<file path="src/rtl/cla4_if.sv">
`default_nettype none
// ----------------------------------------------------------------------------
// Module   : cla4_if
// Brief    : Operand/result bundle for the 4-bit carry-lookahead adder.
// Revision : 1.0
// ----------------------------------------------------------------------------
interface cla4_if;
    logic [3:0] a;
    logic [3:0] b;
    logic       cin;
    logic [3:0] s;
    logic       cout;
    logic       ovf;
    logic       pg;
    logic       gg;

    modport master (
        output a, b, cin,
        input  s, cout, ovf, pg, gg
    );

    modport slave (
        input  a, b, cin,
        output s, cout, ovf, pg, gg
    );
endinterface
`default_nettype wire

</file>
<file path="src/rtl/cla4.sv">
`default_nettype none
// ----------------------------------------------------------------------------
// Module   : cla4
// Brief    : 4-bit carry-lookahead adder, two-level carries, registered outputs.
// Revision : 1.0
// ----------------------------------------------------------------------------
module cla4 (
    input  wire logic clk,
    input  wire logic rst,
    cla4_if.slave     bus
);
    logic [3:0] w_g;
    logic [3:0] w_p;
    logic [4:0] w_c;
    logic [3:0] w_s;
    logic       w_pg;
    logic       w_gg;

    logic [3:0] r_s;
    logic       r_cout;
    logic       r_ovf;
    logic       r_pg;
    logic       r_gg;

    generate
        for (genvar i = 0; i < 4; i++) begin : g_bit
            assign w_g[i] = bus.a[i] & bus.b[i];
            assign w_p[i] = bus.a[i] ^ bus.b[i];
            assign w_s[i] = w_p[i] ^ w_c[i];
        end
    endgenerate

    // Every carry is a flat sum-of-products of g/p and cin; none depends on another carry.
    assign w_c[0] = bus.cin;
    assign w_c[1] = w_g[0]
                  | (w_p[0] & bus.cin);
    assign w_c[2] = w_g[1]
                  | (w_p[1] & w_g[0])
                  | (w_p[1] & w_p[0] & bus.cin);
    assign w_c[3] = w_g[2]
                  | (w_p[2] & w_g[1])
                  | (w_p[2] & w_p[1] & w_g[0])
                  | (w_p[2] & w_p[1] & w_p[0] & bus.cin);
    assign w_c[4] = w_g[3]
                  | (w_p[3] & w_g[2])
                  | (w_p[3] & w_p[2] & w_g[1])
                  | (w_p[3] & w_p[2] & w_p[1] & w_g[0])
                  | (w_p[3] & w_p[2] & w_p[1] & w_p[0] & bus.cin);

    assign w_pg = &w_p;
    assign w_gg = w_g[3]
                | (w_p[3] & w_g[2])
                | (w_p[3] & w_p[2] & w_g[1])
                | (w_p[3] & w_p[2] & w_p[1] & w_g[0]);

    always_ff @(posedge clk or posedge rst) begin
        if (rst) begin
            r_s    <= 4'b0000;
            r_cout <= 1'b0;
            r_ovf  <= 1'b0;
            r_pg   <= 1'b0;
            r_gg   <= 1'b0;
        end else begin
            r_s    <= w_s;
            r_cout <= w_c[4];
            r_ovf  <= w_c[3] ^ w_c[4];
            r_pg   <= w_pg;
            r_gg   <= w_gg;
        end
    end

    assign bus.s    = r_s;
    assign bus.cout = r_cout;
    assign bus.ovf  = r_ovf;
    assign bus.pg   = r_pg;
    assign bus.gg   = r_gg;
endmodule
`default_nettype wire

</file>
<file path="src/flat_wrapper.sv">
// flat-port wrapper written by rule: the top's interface ports become plain ports
module cla4_flat 
  (clk, rst, bus_a, bus_b, bus_cin, bus_s, bus_cout, bus_ovf, bus_pg, bus_gg);
  cla4_if bus_i ();
  input  wire logic clk;
  input  wire logic rst;
  input wire logic [$bits(bus_i.a)-1:0] bus_a;
  input wire logic [$bits(bus_i.b)-1:0] bus_b;
  input wire logic [$bits(bus_i.cin)-1:0] bus_cin;
  output wire logic [$bits(bus_i.s)-1:0] bus_s;
  output wire logic [$bits(bus_i.cout)-1:0] bus_cout;
  output wire logic [$bits(bus_i.ovf)-1:0] bus_ovf;
  output wire logic [$bits(bus_i.pg)-1:0] bus_pg;
  output wire logic [$bits(bus_i.gg)-1:0] bus_gg;
  assign bus_i.a = bus_a;
  assign bus_i.b = bus_b;
  assign bus_i.cin = bus_cin;
  assign bus_s = bus_i.s;
  assign bus_cout = bus_i.cout;
  assign bus_ovf = bus_i.ovf;
  assign bus_pg = bus_i.pg;
  assign bus_gg = bus_i.gg;
  cla4 u_core (.clk(clk), .rst(rst), .bus(bus_i));
endmodule
</file>
<file path="config.mk">
export PLATFORM = sky130hd
export DESIGN_NAME = cla4_flat
export DESIGN_NICKNAME = d
export VERILOG_FILES = /design/src/rtl/cla4_if.sv /design/src/rtl/cla4.sv /design/src/flat_wrapper.sv
export SDC_FILE = /design/constraint.sdc
export NUM_CORES = 1
export LEC_CHECK = 0
export ABC_AREA = 1
export CAP_MARGIN = 20
export CORE_AREA = 2 2 39 41
export CTS_BUF_LIST = sky130_fd_sc_hd__clkbuf_4
export DETAILED_ROUTE_END_ITERATION = 10
export DIE_AREA = 0 0 41 43
export HOLD_SLACK_MARGIN = 0.05
export MAX_ROUTING_LAYER = met4
export PLACE_DENSITY = 0.7
export SETUP_SLACK_MARGIN = 0.1
export SYNTH_ARGS = -nofsm -noshare
export SYNTH_HDL_FRONTEND = slang
export SYNTH_SLANG_ARGS = --single-unit
</file>
<file path="constraint.sdc">
create_clock -name clk -period 0.8 [get_ports clk]
set_input_delay 0.12 -clock clk [delete_from_list [all_inputs] [get_ports clk]]
set_output_delay 0.12 -clock clk [all_outputs]
set_load 0.01 [all_outputs]
</file>
After elaboration in Yosys (flattened, before gate mapping)
Cells that the tools add are included.
W data, S select, Z words.
{"block": "totals", "register_bits": 8, "inputBits": 11, "out_inout_bits": 8, "wordCells": 45}
{"block": "op_classes", "n_reduce_logical": 1, "bitwise": 39}
{"op": "$and A1 B1 Y1", "n": 20}
{"op": "$or A1 B1 Y1", "n": 10}
{"op": "$xor A1 B1 Y1", "n": 9}
{"op": "$reduce_and A4 Y1", "n": 1}

Longest topological paths before layout
Gate-level depths: netlist of run 1.
{"block": "logic_depth", "depth_word": 7, "depth_mapped": 7, "depth_no_buf": 7}

Least setup slack after synthesis of run 1
Ideal clock, no wire load.
{"block": "synth_timing", "path_type": "input to register", "from": "input port bus_b[2]", "to": "register u_core.r_s[3], in the netlist u_core.bus.s[3]", "stages": 6, "t_arrival_ps": 962, "setup_ps": 65, "slack_ps": -227, "n_path_buf": 0, "required_time_ps": 735, "cell_sequence": "ha_1 a21oi_1 nand2_1 nor2_2 nand2_1 nand2_1"}
{"block": "synth_between", "elab_chain_cells": 6, "word_cells_on_any_way": 11, "cone_classes": "bitwise: 11"}
{"element": "start, declared", "line": "flat_wrapper.sv:8", "rtl": "input wire logic [$bits(bus_i.b)-1:0] bus_b;"}
{"element": "$xor A1 B1 Y1", "line": "cla4.sv:28", "rtl": "assign w_p[i] = bus.a[i] ^ bus.b[i];"}
{"element": "$and A1 B1 Y1 (on tied branches)", "line": "cla4.sv:41, cla4.sv:42, cla4.sv:43"}
{"element": "$or A1 B1 Y1, or another cell as far along", "line": "cla4.sv:41", "rtl": "| (w_p[2] & w_g[1])"}
{"element": "$or A1 B1 Y1 / $and A1 B1 Y1 (equally long branches)", "line": "cla4.sv:42, cla4.sv:43"}
{"element": "$or A1 B1 Y1 (*)", "line": "cla4.sv:43", "rtl": "| (w_p[2] & w_p[1] & w_p[0] & bus.cin);"}
{"element": "$xor A1 B1 Y1 (*)", "line": "cla4.sv:29", "rtl": "assign w_s[i] = w_p[i] ^ w_c[i];"}
{"element": "net u_core.w_s[3]", "line": "cla4.sv:15", "rtl": "logic [3:0] w_s;"}
{"element": "end signal, assigned", "line": "cla4.sv:64", "rtl": "r_s <= w_s;"}
{"element": "end, declared", "line": "cla4.sv:19", "rtl": "logic [3:0] r_s;"}
The timed path passes the listed nets; every way through them passes the cells marked *.

Worst setup path in the final report of run 1
{"block": "layout_timing", "from": "register u_core.r_s[2], in the netlist u_core.bus.s[2]", "to": "output port bus_s[2]"}
{"element": "end, declared", "line": "flat_wrapper.sv:10", "rtl": "output wire logic [$bits(bus_i.s)-1:0] bus_s;"}
No word-level cell between the ends.

==> results of run 1 <==
cell type report:
type / count / area (µm²)
clock buffer: 3 / 22.5
fill: 123 / 546
inverter: 12 / 55.1
multi-input combinational: 32 / 347
sequential: 8 / 200
tap: 16 / 20.0
timing repair buffer: 24 / 194
cells by family after synthesis:
| logic type | after synthesis | share of synthesized area [%] |
|---|---|---|
| AND/OR/NAND/NOR | 23 | 26.5 |
| buffers and inverters | 12 | 9.65 |
| flip-flops | 8 | 42.9 |
| XOR/XNOR | 2 | 3.75 |
| adder cells (fa/ha/maj) | 5 | 15.0 |
| AO/OA/AOI/OAI | 2 | 2.14 |
synth_stat cells:
| cell type | count | share of area [%] |
|---|---|---|
| sky130_fd_sc_hd__xnor2_1 | 2 | 3.8 |
| sky130_fd_sc_hd__nand2_2 | 3 | 4.0 |
| sky130_fd_sc_hd__ha_1 | 4 | 11 |
| sky130_fd_sc_hd__nand4_1 | 1 | 1.3 |
| sky130_fd_sc_hd__nor2_4 | 1 | 2.4 |
| sky130_fd_sc_hd__nand3_1 | 3 | 3.2 |
| sky130_fd_sc_hd__nor2_2 | 1 | 1.3 |
| sky130_fd_sc_hd__nor2_1 | 2 | 1.6 |
| sky130_fd_sc_hd__a21oi_1 | 2 | 2.1 |
| sky130_fd_sc_hd__nand3_2 | 1 | 2.1 |
| sky130_fd_sc_hd__nand2_4 | 1 | 2.4 |
| sky130_fd_sc_hd__nand2_1 | 10 | 8.0 |
| sky130_fd_sc_hd__inv_1 | 12 | 9.7 |
| sky130_fd_sc_hd__dfrtp_1 | 8 | 43 |
| sky130_fd_sc_hd__fa_1 | 1 | 4.3 |
power groups by stage:
stage,clock (µW),sequential (µW),combinational (µW)
floorplan,0,521,219
global placement,0,483,478
detailed placement,0,490,495
CTS,296,481,511
global route,308,485,570
finish,283,480,518
per-layer routing:
layer	up-vias	share of wire, %	track usage, %	wire length (µm)
li1	213	-	-	-
met1	203	36	18.8	376
met2	12	58	27.5	618
met3	0	6.1	1.57	65
met4	0	0	4.00	0
met5	-	0	-	0
state kept, by name, summed over array words and instances, names as in the netlist:
signal           count
u_core.bus.pg        1
u_core.bus.s         4
u_core.bus.cout      1
u_core.bus.gg        1
u_core.bus.ovf       1
layout by cell type (no fill, tap or decap), drive strengths merged:
cell type      netlist  final
dfrtp                8      8
nand3                4      4
inv                 12     12
ha                   4      4
buf                  0     23
xnor2                2      2
nor2                 4      4
nand4                1      1
clkdlybuf4s50        0      1
a21oi                2      2
nand2               14     14
clkbuf               0      3
fa                   1      1
per-stage QoR:
stage | utilization (%) | instance area, µm² | worst slack, ns | hold slack [ns] | TNS (ns)
after floorplan | - | 544 | -0.0382 | -0.0643 | -0.111
after global placement | 56.0 | 774 | -0.678 | 0.372 | -6.07
after detailed placement | 56.0 | 774 | -0.715 | 0.381 | -6.45
after CTS | 60.4 | 836 | -0.0787 | 0.126 | -0.447
after global routing | 60.6 | 838 | -0.0844 | 0.158 | -0.652
final | 60.6 | 838 | -0.0621 | 0.118 | -0.353
how the worst min path moves through the flow:
stage	slack, ns	to	from	cells past startpoint
floorplan	-0.06	u_core.bus.cout$_DFF_PP0_	rst	1
global placement	0.37	u_core.bus.s[0]$_DFF_PP0_	rst	2
detailed placement	0.38	u_core.bus.s[1]$_DFF_PP0_	rst	2
CTS	0.13	u_core.bus.s[1]$_DFF_PP0_	rst	2
global route	0.16	u_core.bus.s[1]$_DFF_PP0_	rst	2
finish	0.12	u_core.bus.s[1]$_DFF_PP0_	rst	2
timing repair:
item / CTS / global route
resized for setup: 95 / 3
setup buffers: 3 / 1
pin swaps: 19 / 6
endpoints found under the setup margin: 16 / 14
hold buffers: 0 / 0
endpoints found under the hold margin: 0 / 0
==> impl_metrics.xml, run 1 <==
<?xml version="1.0" encoding="UTF-8"?>
<metrics>
  <group name="outcome">
    <metric name="failing_checks" unit="">negative setup slack</metric>
    <metric name="status" unit="">complete, but fails checks</metric>
  </group>
  <group name="place">
    <metric name="gp_congestion" unit="">0.770</metric>
    <metric name="io_buffers" unit="">18</metric>
    <metric name="dpl.cell_count" unit="">90</metric>
    <metric name="detailed_place_hpwl" unit="µm">839</metric>
  </group>
  <group name="power_and_ir_drop">
    <metric name="peakVddDrop" unit="µV">569</metric>
    <metric name="power.net_switching" unit="µW">388</metric>
    <metric name="design_power_total" unit="µW">1280</metric>
    <metric name="cellLeakagePower" unit="µW">0.000429</metric>
    <metric name="pwr_density_cell" unit="mW/mm²">1530</metric>
    <metric name="p_sw_share" unit="%">30.3</metric>
    <metric name="combinationalPowerShare" unit="%">40.4</metric>
    <metric name="power.share.clock" unit="%">22.1</metric>
    <metric name="internal_power" unit="µW">893</metric>
    <metric name="seq_power_share" unit="%">37.5</metric>
  </group>
  <group name="synthesis">
    <metric name="synth.avg_cell_area" unit="µm²">8.97</metric>
    <metric name="postSynthCellCount" unit="">52</metric>
    <metric name="synth_cell_type_count" unit="">15</metric>
    <metric name="seq_area_frac_synth" unit="%">42.9</metric>
    <metric name="ys.warnings.count" unit="">0</metric>
    <metric name="synthesis.nets" unit="">68</metric>
    <metric name="synth_seq_cells" unit="">8</metric>
    <metric name="netlist_area" unit="µm²">467</metric>
  </group>
  <group name="floorplan">
    <metric name="initial_core_util" unit="%">33.7</metric>
    <metric name="core" unit="mm²">0.00138</metric>
    <metric name="io_pins" unit="">19</metric>
    <metric name="floorplan.die.width" unit="µm">41</metric>
    <metric name="dieArea" unit="mm²">0.00176</metric>
    <metric name="die_h" unit="µm">43</metric>
    <metric name="row_count" unit="">14</metric>
  </group>
  <group name="clock_network">
    <metric name="cts_tree" unit="">built</metric>
    <metric name="cts_max_path_buffers" unit="">2</metric>
    <metric name="cts.clk_slew.worst_paths" unit="ns">0.05</metric>
    <metric name="clkSinkCount" unit="">8</metric>
    <metric name="cts_buffers" unit="">3</metric>
    <metric name="ctsHtreeMaxLevel" unit="">1</metric>
    <metric name="cts_root_buffer" unit="">sky130_fd_sc_hd__clkbuf_4</metric>
  </group>
  <group name="sta">
    <metric name="timing.final.hold_violations" unit="">0</metric>
    <metric name="period_share" unit="%">108</metric>
    <metric name="timing_worst_slew_pin_value" unit="ns">0.277</metric>
    <metric name="timing.max_slew.rel_slack" unit="%">81.5</metric>
    <metric name="rsz_0062_raised_after_global_routing" unit="">true</metric>
    <metric name="min_period" unit="ns">0.862</metric>
    <metric name="finalSetupViolCount" unit="">9</metric>
    <metric name="final_critical_path_setup_slack" unit="ns">-0.0621</metric>
    <metric name="clock.fmax" unit="MHz">1160</metric>
    <metric name="finalMaxSlewViolations" unit="">0</metric>
  </group>
  <group name="setup_path">
    <metric name="cp_top_family" unit="">flip-flops</metric>
    <metric name="critical_path.max_fanout" unit="">1</metric>
    <metric name="crit_end" unit="">bus_s[2]</metric>
    <metric name="slowest_delay" unit="ns">0.36</metric>
    <metric name="slowest_stage" unit="">sky130_fd_sc_hd__dfrtp_1</metric>
    <metric name="cp-start-kind" unit="">flop</metric>
    <metric name="critical_path_start_end_classification" unit="">flop to primary output</metric>
    <metric name="critical_path.cell_chain" unit="">buf_2</metric>
    <metric name="cp_num_cells" unit="">1</metric>
    <metric name="cp_data_required_time" unit="ns">0.68</metric>
    <metric name="setup.worst_path.end_class" unit="">primary output</metric>
    <metric name="worst_ep_arrival_time" unit="ns">0.74</metric>
    <metric name="setup.worst_path.start" unit="">u_core.bus.s[2]$_DFF_PP0_</metric>
    <metric name="cp.buffers_inverters" unit="">1</metric>
  </group>
  <group name="min_path">
    <metric name="worst_hold_path_type" unit="">primary input to async pin</metric>
  </group>
  <group name="detailed_routing">
    <metric name="first_pass_iters" unit="">2</metric>
    <metric name="detail_route.iter0.violations" unit="">9</metric>
    <metric name="routed_wire_length_per_instance" unit="µm">11.1</metric>
    <metric name="wirelength" unit="mm">1.06</metric>
    <metric name="detailroute.via_count" unit="">428</metric>
    <metric name="post-route-drc-count" unit="">0</metric>
    <metric name="drt.antenna.violating_nets" unit="">0</metric>
    <metric name="post_drt_via_cell_ratio" unit="">4.51</metric>
  </group>
  <group name="grt">
    <metric name="grtUsageTotal" unit="%">16.0</metric>
    <metric name="first_global_vias" unit="">457</metric>
    <metric name="grt_start_max_net_pins" unit="">9</metric>
    <metric name="antenna_violations_before_repair" unit="">0</metric>
    <metric name="first_pass_grt_wire_length" unit="mm">1.91</metric>
    <metric name="globalRoute.totalOverflow" unit="">0</metric>
  </group>
  <group name="layout">
    <metric name="finalNetCount" unit="">97</metric>
    <metric name="insertedDiodeCount" unit="">0</metric>
    <metric name="layout.cells.non_filler" unit="">95</metric>
    <metric name="layout-drive-gt1-share" unit="%">69.6</metric>
    <metric name="layout-area-overhead-vs-synth" unit="%">79.6</metric>
  </group>
  <group name="job">
    <metric name="max_cap_violations" unit="">0</metric>
  </group>
</metrics>
(Power assumes the default switching activity.)
==> run 2: changes to the inputs <==
--- a/config.mk
+++ b/config.mk
@@ -11,7 +11,6 @@
 export CTS_BUF_LIST = sky130_fd_sc_hd__clkbuf_4
 export DETAILED_ROUTE_END_ITERATION = 10
 export DIE_AREA = 0 0 41 43
-export HOLD_SLACK_MARGIN = 0.05
 export MAX_ROUTING_LAYER = met4
 export PLACE_DENSITY = 0.7
 export SETUP_SLACK_MARGIN = 0.1
==> constraint.sdc (replaced) <==
create_clock -name clk -period 1.1 [get_ports clk]
set_input_delay 0.165 -clock clk [delete_from_list [all_inputs] [get_ports clk]]
set_output_delay 0.165 -clock clk [all_outputs]
set_load 0.01 [all_outputs]
==> run 2 against run 1 <==
Effect of this change:
- the run now ends clean
- sequential share of layout area increased by 2.2 points
- wire length decreased by 7.7%
- count of clock-buffer cells in the layout unchanged
- via count decreased by 0.47%
- core utilization decreased by 5.2 points
- setup slack improved by 0.21 ns
- sequential cell count unchanged
- largest cell class unchanged
- first-iteration DRC count decreased by 11%
==> impl_metrics.xml, run 2 (same netlist as run 1, synthesis figures left out) <==
<?xml version="1.0" encoding="UTF-8"?>
<metrics>
  <group name="detailed_routing">
    <metric name="first_pass_iters" unit="">4</metric>
    <metric name="drt.antenna.violating_nets" unit="">0</metric>
    <metric name="wirelength" unit="µm">977</metric>
    <metric name="routed_wire_length_per_instance" unit="µm">10.3</metric>
    <metric name="detailroute.via_count" unit="">426</metric>
    <metric name="post_drt_via_cell_ratio" unit="">4.48</metric>
    <metric name="detail_route.iter0.violations" unit="">8</metric>
    <metric name="post-route-drc-count" unit="">0</metric>
  </group>
  <group name="layout">
    <metric name="leading_cell_type_in_the_layout_fill_and_taps_excluded" unit="">sky130_fd_sc_hd__inv_1</metric>
    <metric name="largest_reg_flops" unit="">4</metric>
    <metric name="layout-area-overhead-vs-synth" unit="%">64.3</metric>
    <metric name="insertedDiodeCount" unit="">0</metric>
    <metric name="final_cell_mix" unit="">sky130_fd_sc_hd__inv_1, sky130_fd_sc_hd__dfrtp_1, sky130_fd_sc_hd__nand2_1, sky130_fd_sc_hd__clkbuf_2, sky130_fd_sc_hd__buf_4</metric>
    <metric name="finalNetCount" unit="">97</metric>
    <metric name="postLayoutCoreUtil" unit="%">55.4</metric>
    <metric name="design_area" unit="µm²">767</metric>
    <metric name="layout-drive-gt1-share" unit="%">48.1</metric>
  </group>
  <group name="sta">
    <metric name="finalMaxSlewViolations" unit="">0</metric>
    <metric name="timing.final.hold_violations" unit="">0</metric>
    <metric name="finalSetupViolCount" unit="">0</metric>
    <metric name="period_share" unit="%">86.8</metric>
    <metric name="timing.max_slew.rel_slack" unit="%">81.7</metric>
    <metric name="min_period" unit="ns">0.955</metric>
    <metric name="rsz_0062_raised_after_global_routing" unit="">true</metric>
    <metric name="hold_ws" unit="ns">0.147</metric>
    <metric name="final.setup.tns" unit="ns">0</metric>
    <metric name="clock.fmax" unit="MHz">1050</metric>
    <metric name="timing_worst_slew_pin_value" unit="ns">0.274</metric>
  </group>
  <group name="setup_path">
    <metric name="cp-start-kind" unit="">primary input</metric>
    <metric name="critical-path-top-cell-by-count" unit="">sky130_fd_sc_hd__nand2_2</metric>
    <metric name="critical_path.cell_chain" unit="">dlygate4sd2_1, ha_4, nand2_2, nor2_4, nand2_2, nand3_2, nand2_2, nand2_1</metric>
    <metric name="cp_data_required_time" unit="ns">1.29</metric>
    <metric name="critical_path_start_end_classification" unit="">primary input to flop</metric>
    <metric name="slowest_stage" unit="">sky130_fd_sc_hd__ha_4</metric>
    <metric name="worst_ep_arrival_time" unit="ns">1.15</metric>
    <metric name="critical_path.max_fanout" unit="">5</metric>
    <metric name="setup.worst_path.end_class" unit="">flop</metric>
    <metric name="slowest_delay" unit="ns">0.31</metric>
  </group>
  <group name="clock_network">
    <metric name="cts_tree" unit="">built</metric>
    <metric name="cts.clk_slew.worst_paths" unit="ns">0.05</metric>
    <metric name="postCtsSetupBuffers" unit="">0</metric>
    <metric name="clkSinkCount" unit="">8</metric>
    <metric name="cts_buffers" unit="">3</metric>
    <metric name="cts_root_buffer" unit="">sky130_fd_sc_hd__clkbuf_4</metric>
    <metric name="cts_max_path_buffers" unit="">2</metric>
    <metric name="ctsHtreeMaxLevel" unit="">1</metric>
    <metric name="post_cts_hold_buffer_count" unit="">0</metric>
  </group>
  <group name="floorplan">
    <metric name="floorplan.die.width" unit="µm">41</metric>
    <metric name="initial_core_util" unit="%">33.7</metric>
    <metric name="io_pins" unit="">19</metric>
    <metric name="core" unit="mm²">0.00138</metric>
    <metric name="die_h" unit="µm">43</metric>
    <metric name="dieArea" unit="mm²">0.00176</metric>
    <metric name="row_count" unit="">14</metric>
  </group>
  <group name="outcome">
    <metric name="status" unit="">complete, no violations</metric>
  </group>
  <group name="min_path">
    <metric name="worst_hold_path_type" unit="">primary input to async pin</metric>
  </group>
  <group name="grt">
    <metric name="grtUsageTotal" unit="%">13.6</metric>
    <metric name="first_global_vias" unit="">391</metric>
    <metric name="grt_start_max_net_pins" unit="">9</metric>
    <metric name="antenna_violations_before_repair" unit="">0</metric>
    <metric name="globalRoute.totalOverflow" unit="">0</metric>
    <metric name="first_pass_grt_wire_length" unit="mm">1.52</metric>
  </group>
  <group name="power_and_ir_drop">
    <metric name="peakVddDrop" unit="µV">499</metric>
    <metric name="cellLeakagePower" unit="µW">0.000404</metric>
    <metric name="pwr_density_cell" unit="mW/mm²">1150</metric>
  </group>
  <group name="place">
    <metric name="gp_congestion" unit="">0.760</metric>
    <metric name="place_area" unit="µm²">731</metric>
    <metric name="io_buffers" unit="">18</metric>
    <metric name="detailed_place_hpwl" unit="µm">704</metric>
  </group>
  <group name="job">
    <metric name="max_cap_violations" unit="">0</metric>
  </group>
</metrics>
-- run 2: power breakdown --
part | total (µW) | internal [µW] | switching (µW)
logic | 315 | 152 | 162
registers | 347 | 338 | 8.94
clock network | 217 | 124 | 92.8
-- run 2: through the flow --
step	power (µW)	worst slack, ns	instances
floorplan	512	0.102	52
global placement	676	-0.386	92
detailed placement	683	-0.400	92
CTS	897	0.0433	95
global route	926	0.0874	95
finish	879	0.145	95
-- run 2: what timing repair did --
item                                    CTS  global route
resized for setup                        34            20
endpoints found under the setup margin   16            11
endpoints found under the hold margin     0             0
pin swaps                                 3            11
-- run 2: final cells by class --
type	instances	area, µm²
inverter	12	45.0
sequential	8	200
multi-input combinational	32	304
clock buffer	3	22.5
fill	135	617
tap	16	20.0
timing repair buffer	24	175
-- run 2: worst paths after layout --
path	start	endpoint	slack (ns)	cells past startpoint
hold / removal	rst	u_core.bus.gg$_DFF_PP0_	0.15	2
min in group clk	bus_a[2]	u_core.bus.s[2]$_DFF_PP0_	0.43	4
setup / recovery	bus_b[1]	u_core.bus.ovf$_DFF_PP0_	0.14	8
max in group asynchronous	rst	u_core.bus.pg$_DFF_PP0_	0.74	2
-- run 2: metal layers --
layer  wire length, µm  track usage, %  vias to the layer above
met5                 0               -                        -
met1               333            13.8                      192
met2               512            20.0                       18
met4                42            14.0                        0
met3                89            2.09                        4
li1                  -               -                      212
-- run 2: critical path, delay by kind of cell --
family,cells,cell delay (ns)
adders and majority gates,1,0.31
buffers and inverters,1,0.25
and+or+nand+nor,6,0.41
==> run 3: changes to the inputs <==
--- a/config.mk
+++ b/config.mk
@@ -12,7 +12,7 @@
 export DETAILED_ROUTE_END_ITERATION = 10
 export DIE_AREA = 0 0 41 43
 export MAX_ROUTING_LAYER = met4
-export PLACE_DENSITY = 0.7
+export PLACE_DENSITY = 0.73
 export SETUP_SLACK_MARGIN = 0.1
 export SYNTH_ARGS = -nofsm -noshare
 export SYNTH_HDL_FRONTEND = slang
==> constraint.sdc (replaced) <==
create_clock -name clk -period 0.8 [get_ports clk]
set_input_delay 0.12 -clock clk [delete_from_list [all_inputs] [get_ports clk]]
set_output_delay 0.12 -clock clk [all_outputs]
set_load 0.01 [all_outputs]
==> run 3 against run 2 <==
Effect of this change:
- the run now ends with negative setup slack left
- global-route usage rose by 0.089 points
- core utilization rose by 3.5 points
- sequential power rose by 38%
- clock power rose by 33%
- wire length rose by 1.8%
- combinational power rose by 56%
- sequential share of layout area fell by 1.6 points
- first-iteration DRC count fell by 75%
- power rose by 43%
- cell area rose by 6.4%
- count of clock-buffer cells in the layout did not move
==> impl_metrics.xml, run 3 (same netlist as run 1, synthesis figures left out) <==
<?xml version="1.0" encoding="UTF-8"?>
<metrics>
  <group name="power_and_ir_drop">
    <metric name="seq_power_share" unit="%">38.0</metric>
    <metric name="peakVddDrop" unit="µV">472</metric>
    <metric name="pwr_density_cell" unit="mW/mm²">1540</metric>
    <metric name="p_sw_share" unit="%">29.9</metric>
    <metric name="cellLeakagePower" unit="µW">0.000426</metric>
    <metric name="internal_power" unit="µW">884</metric>
    <metric name="power.share.clock" unit="%">22.9</metric>
    <metric name="power.net_switching" unit="µW">376</metric>
    <metric name="combinationalPowerShare" unit="%">39.1</metric>
  </group>
  <group name="sta">
    <metric name="finalSetupViolCount" unit="">8</metric>
    <metric name="min_period" unit="ns">0.854</metric>
    <metric name="clock.fmax" unit="MHz">1170</metric>
    <metric name="period_share" unit="%">107</metric>
    <metric name="timing.max_slew.rel_slack" unit="%">81.7</metric>
    <metric name="final.setup.tns" unit="ns">-0.379</metric>
    <metric name="timing_worst_slew_pin_value" unit="ns">0.274</metric>
    <metric name="final_critical_path_setup_slack" unit="ns">-0.0537</metric>
    <metric name="finalMaxSlewViolations" unit="">0</metric>
    <metric name="timing.final.hold_violations" unit="">0</metric>
    <metric name="rsz_0062_raised_after_global_routing" unit="">true</metric>
  </group>
  <group name="setup_path">
    <metric name="cp_num_cells" unit="">1</metric>
    <metric name="critical_path_start_end_classification" unit="">flop to primary output</metric>
    <metric name="crit_end" unit="">bus_s[1]</metric>
    <metric name="critical_path.max_fanout" unit="">1</metric>
    <metric name="slowest_delay" unit="ns">0.37</metric>
    <metric name="cp_top_family" unit="">flip-flops</metric>
    <metric name="setup.worst_path.start" unit="">u_core.bus.s[1]$_DFF_PP0_</metric>
    <metric name="critical_path.cell_chain" unit="">buf_6</metric>
    <metric name="slowest_stage" unit="">sky130_fd_sc_hd__dfrtp_1</metric>
    <metric name="cp.buffers_inverters" unit="">1</metric>
    <metric name="worst_ep_arrival_time" unit="ns">0.73</metric>
    <metric name="setup.worst_path.end_class" unit="">primary output</metric>
    <metric name="cp-start-kind" unit="">flop</metric>
    <metric name="cp_data_required_time" unit="ns">0.68</metric>
  </group>
  <group name="layout">
    <metric name="layout-drive-gt1-share" unit="%">67.5</metric>
    <metric name="final_cell_mix" unit="">sky130_fd_sc_hd__buf_2, sky130_fd_sc_hd__buf_4, sky130_fd_sc_hd__dfrtp_1, sky130_fd_sc_hd__inv_1</metric>
    <metric name="largest_reg_flops" unit="">4</metric>
    <metric name="design_area" unit="µm²">816</metric>
    <metric name="insertedDiodeCount" unit="">0</metric>
    <metric name="layout-area-overhead-vs-synth" unit="%">74.8</metric>
    <metric name="leading_cell_type_in_the_layout_fill_and_taps_excluded" unit="">sky130_fd_sc_hd__buf_2</metric>
    <metric name="postLayoutCoreUtil" unit="%">59.0</metric>
    <metric name="finalNetCount" unit="">98</metric>
  </group>
  <group name="outcome">
    <metric name="failing_checks" unit="">negative setup slack</metric>
    <metric name="status" unit="">complete, but fails checks</metric>
  </group>
  <group name="grt">
    <metric name="globalRoute.totalOverflow" unit="">0</metric>
    <metric name="antenna_violations_before_repair" unit="">0</metric>
    <metric name="first_global_vias" unit="">398</metric>
    <metric name="grt_start_max_net_pins" unit="">9</metric>
    <metric name="grtUsageTotal" unit="%">13.7</metric>
    <metric name="first_pass_grt_wire_length" unit="mm">1.57</metric>
  </group>
  <group name="floorplan">
    <metric name="dieArea" unit="mm²">0.00176</metric>
    <metric name="io_pins" unit="">19</metric>
    <metric name="die_h" unit="µm">43</metric>
    <metric name="row_count" unit="">14</metric>
    <metric name="floorplan.die.width" unit="µm">41</metric>
    <metric name="core" unit="mm²">0.00138</metric>
    <metric name="initial_core_util" unit="%">33.7</metric>
  </group>
  <group name="detailed_routing">
    <metric name="drt.antenna.violating_nets" unit="">0</metric>
    <metric name="detailroute.via_count" unit="">428</metric>
    <metric name="detail_route.iter0.violations" unit="">2</metric>
    <metric name="first_pass_iters" unit="">2</metric>
    <metric name="routed_wire_length_per_instance" unit="µm">10.4</metric>
    <metric name="wirelength" unit="µm">995</metric>
    <metric name="post-route-drc-count" unit="">0</metric>
    <metric name="post_drt_via_cell_ratio" unit="">4.46</metric>
  </group>
  <group name="clock_network">
    <metric name="cts_buffers" unit="">3</metric>
    <metric name="cts_max_path_buffers" unit="">2</metric>
    <metric name="ctsHtreeMaxLevel" unit="">1</metric>
    <metric name="cts_tree" unit="">built</metric>
    <metric name="cts_root_buffer" unit="">sky130_fd_sc_hd__clkbuf_4</metric>
    <metric name="cts.clk_slew.worst_paths" unit="ns">0.05</metric>
    <metric name="clkSinkCount" unit="">8</metric>
  </group>
  <group name="place">
    <metric name="place_worst_setup_slack" unit="ns">-0.727</metric>
    <metric name="detailed_place_hpwl" unit="µm">866</metric>
    <metric name="place_area" unit="µm²">774</metric>
    <metric name="gp_congestion" unit="">0.780</metric>
    <metric name="io_buffers" unit="">18</metric>
  </group>
  <group name="min_path">
    <metric name="worst_hold_path_type" unit="">primary input to async pin</metric>
  </group>
  <group name="job">
    <metric name="max_cap_violations" unit="">0</metric>
  </group>
</metrics>
[run 3: changes by cell type in the layout (fill, tap and decap cells not counted), moves of 4 or more]
cell                              before  now
sky130_fd_sc_hd__buf_2                 3   10
sky130_fd_sc_hd__buf_6                 0    5
sky130_fd_sc_hd__clkbuf_2              6    0
sky130_fd_sc_hd__clkdlybuf4s15_1       4    0
sky130_fd_sc_hd__dlygate4sd2_1         4    0
sky130_fd_sc_hd__inv_1                11    6
[run 3: routing by layer]
layer / up-vias / track usage (%) / part of all wire (%)
met5: - / - / 0
met4: 0 / 8.00 / 0.90
met3: 2 / 3.66 / 7.3
met2: 14 / 22.2 / 57
met1: 196 / 13.8 / 35
li1: 216 / - / -
[run 3: how the worst min path moves through the flow]
stage	to	slack, ns
after floorplan	u_core.bus.cout$_DFF_PP0_	-0.06
after global placement	u_core.bus.s[1]$_DFF_PP0_	0.37
after detailed placement	u_core.bus.pg$_DFF_PP0_	0.37
after CTS	u_core.bus.ovf$_DFF_PP0_	0.11
after global routing	u_core.bus.cout$_DFF_PP0_	0.13
final	u_core.bus.pg$_DFF_PP0_	0.11
[run 3: area by class of cell]
| class | count | area [µm²] |
|---|---|---|
| inverters | 12 | 55.1 |
| fillers | 123 | 568 |
| flip-flops and latches | 8 | 200 |
| clock buffers | 3 | 22.5 |
| well taps | 16 | 20.0 |
| multi-input cells | 32 | 327 |
| repair buffers | 25 | 191 |
[run 3: repair_timing]
item	in CTS	in global routing
endpoints found under the hold margin	0	0
setup endpoints to repair	16	14
resized for setup	87	4
setup buffers	3	1
hold buffers	0	0
pin swaps	23	6
[run 3: per-stage QoR]
step           hold WS (ns)  instances  total power (µW)
5_1_grt               0.134         96              1350
2_1_floorplan       -0.0643         52               740
3_5_place_dp          0.372         90               983
3_3_place_gp          0.371         90               961
4_1_cts               0.110         95              1260
6_report              0.112         96              1260
[run 3: power by group through the flow]
stage	clock [µW]	combinational (µW)	sequential (µW)
4_1_cts	305	481	479
5_1_grt	324	535	487
3_3_place_gp	0	478	483
6_report	288	492	479
2_1_floorplan	0	219	521
3_5_place_dp	0	495	488
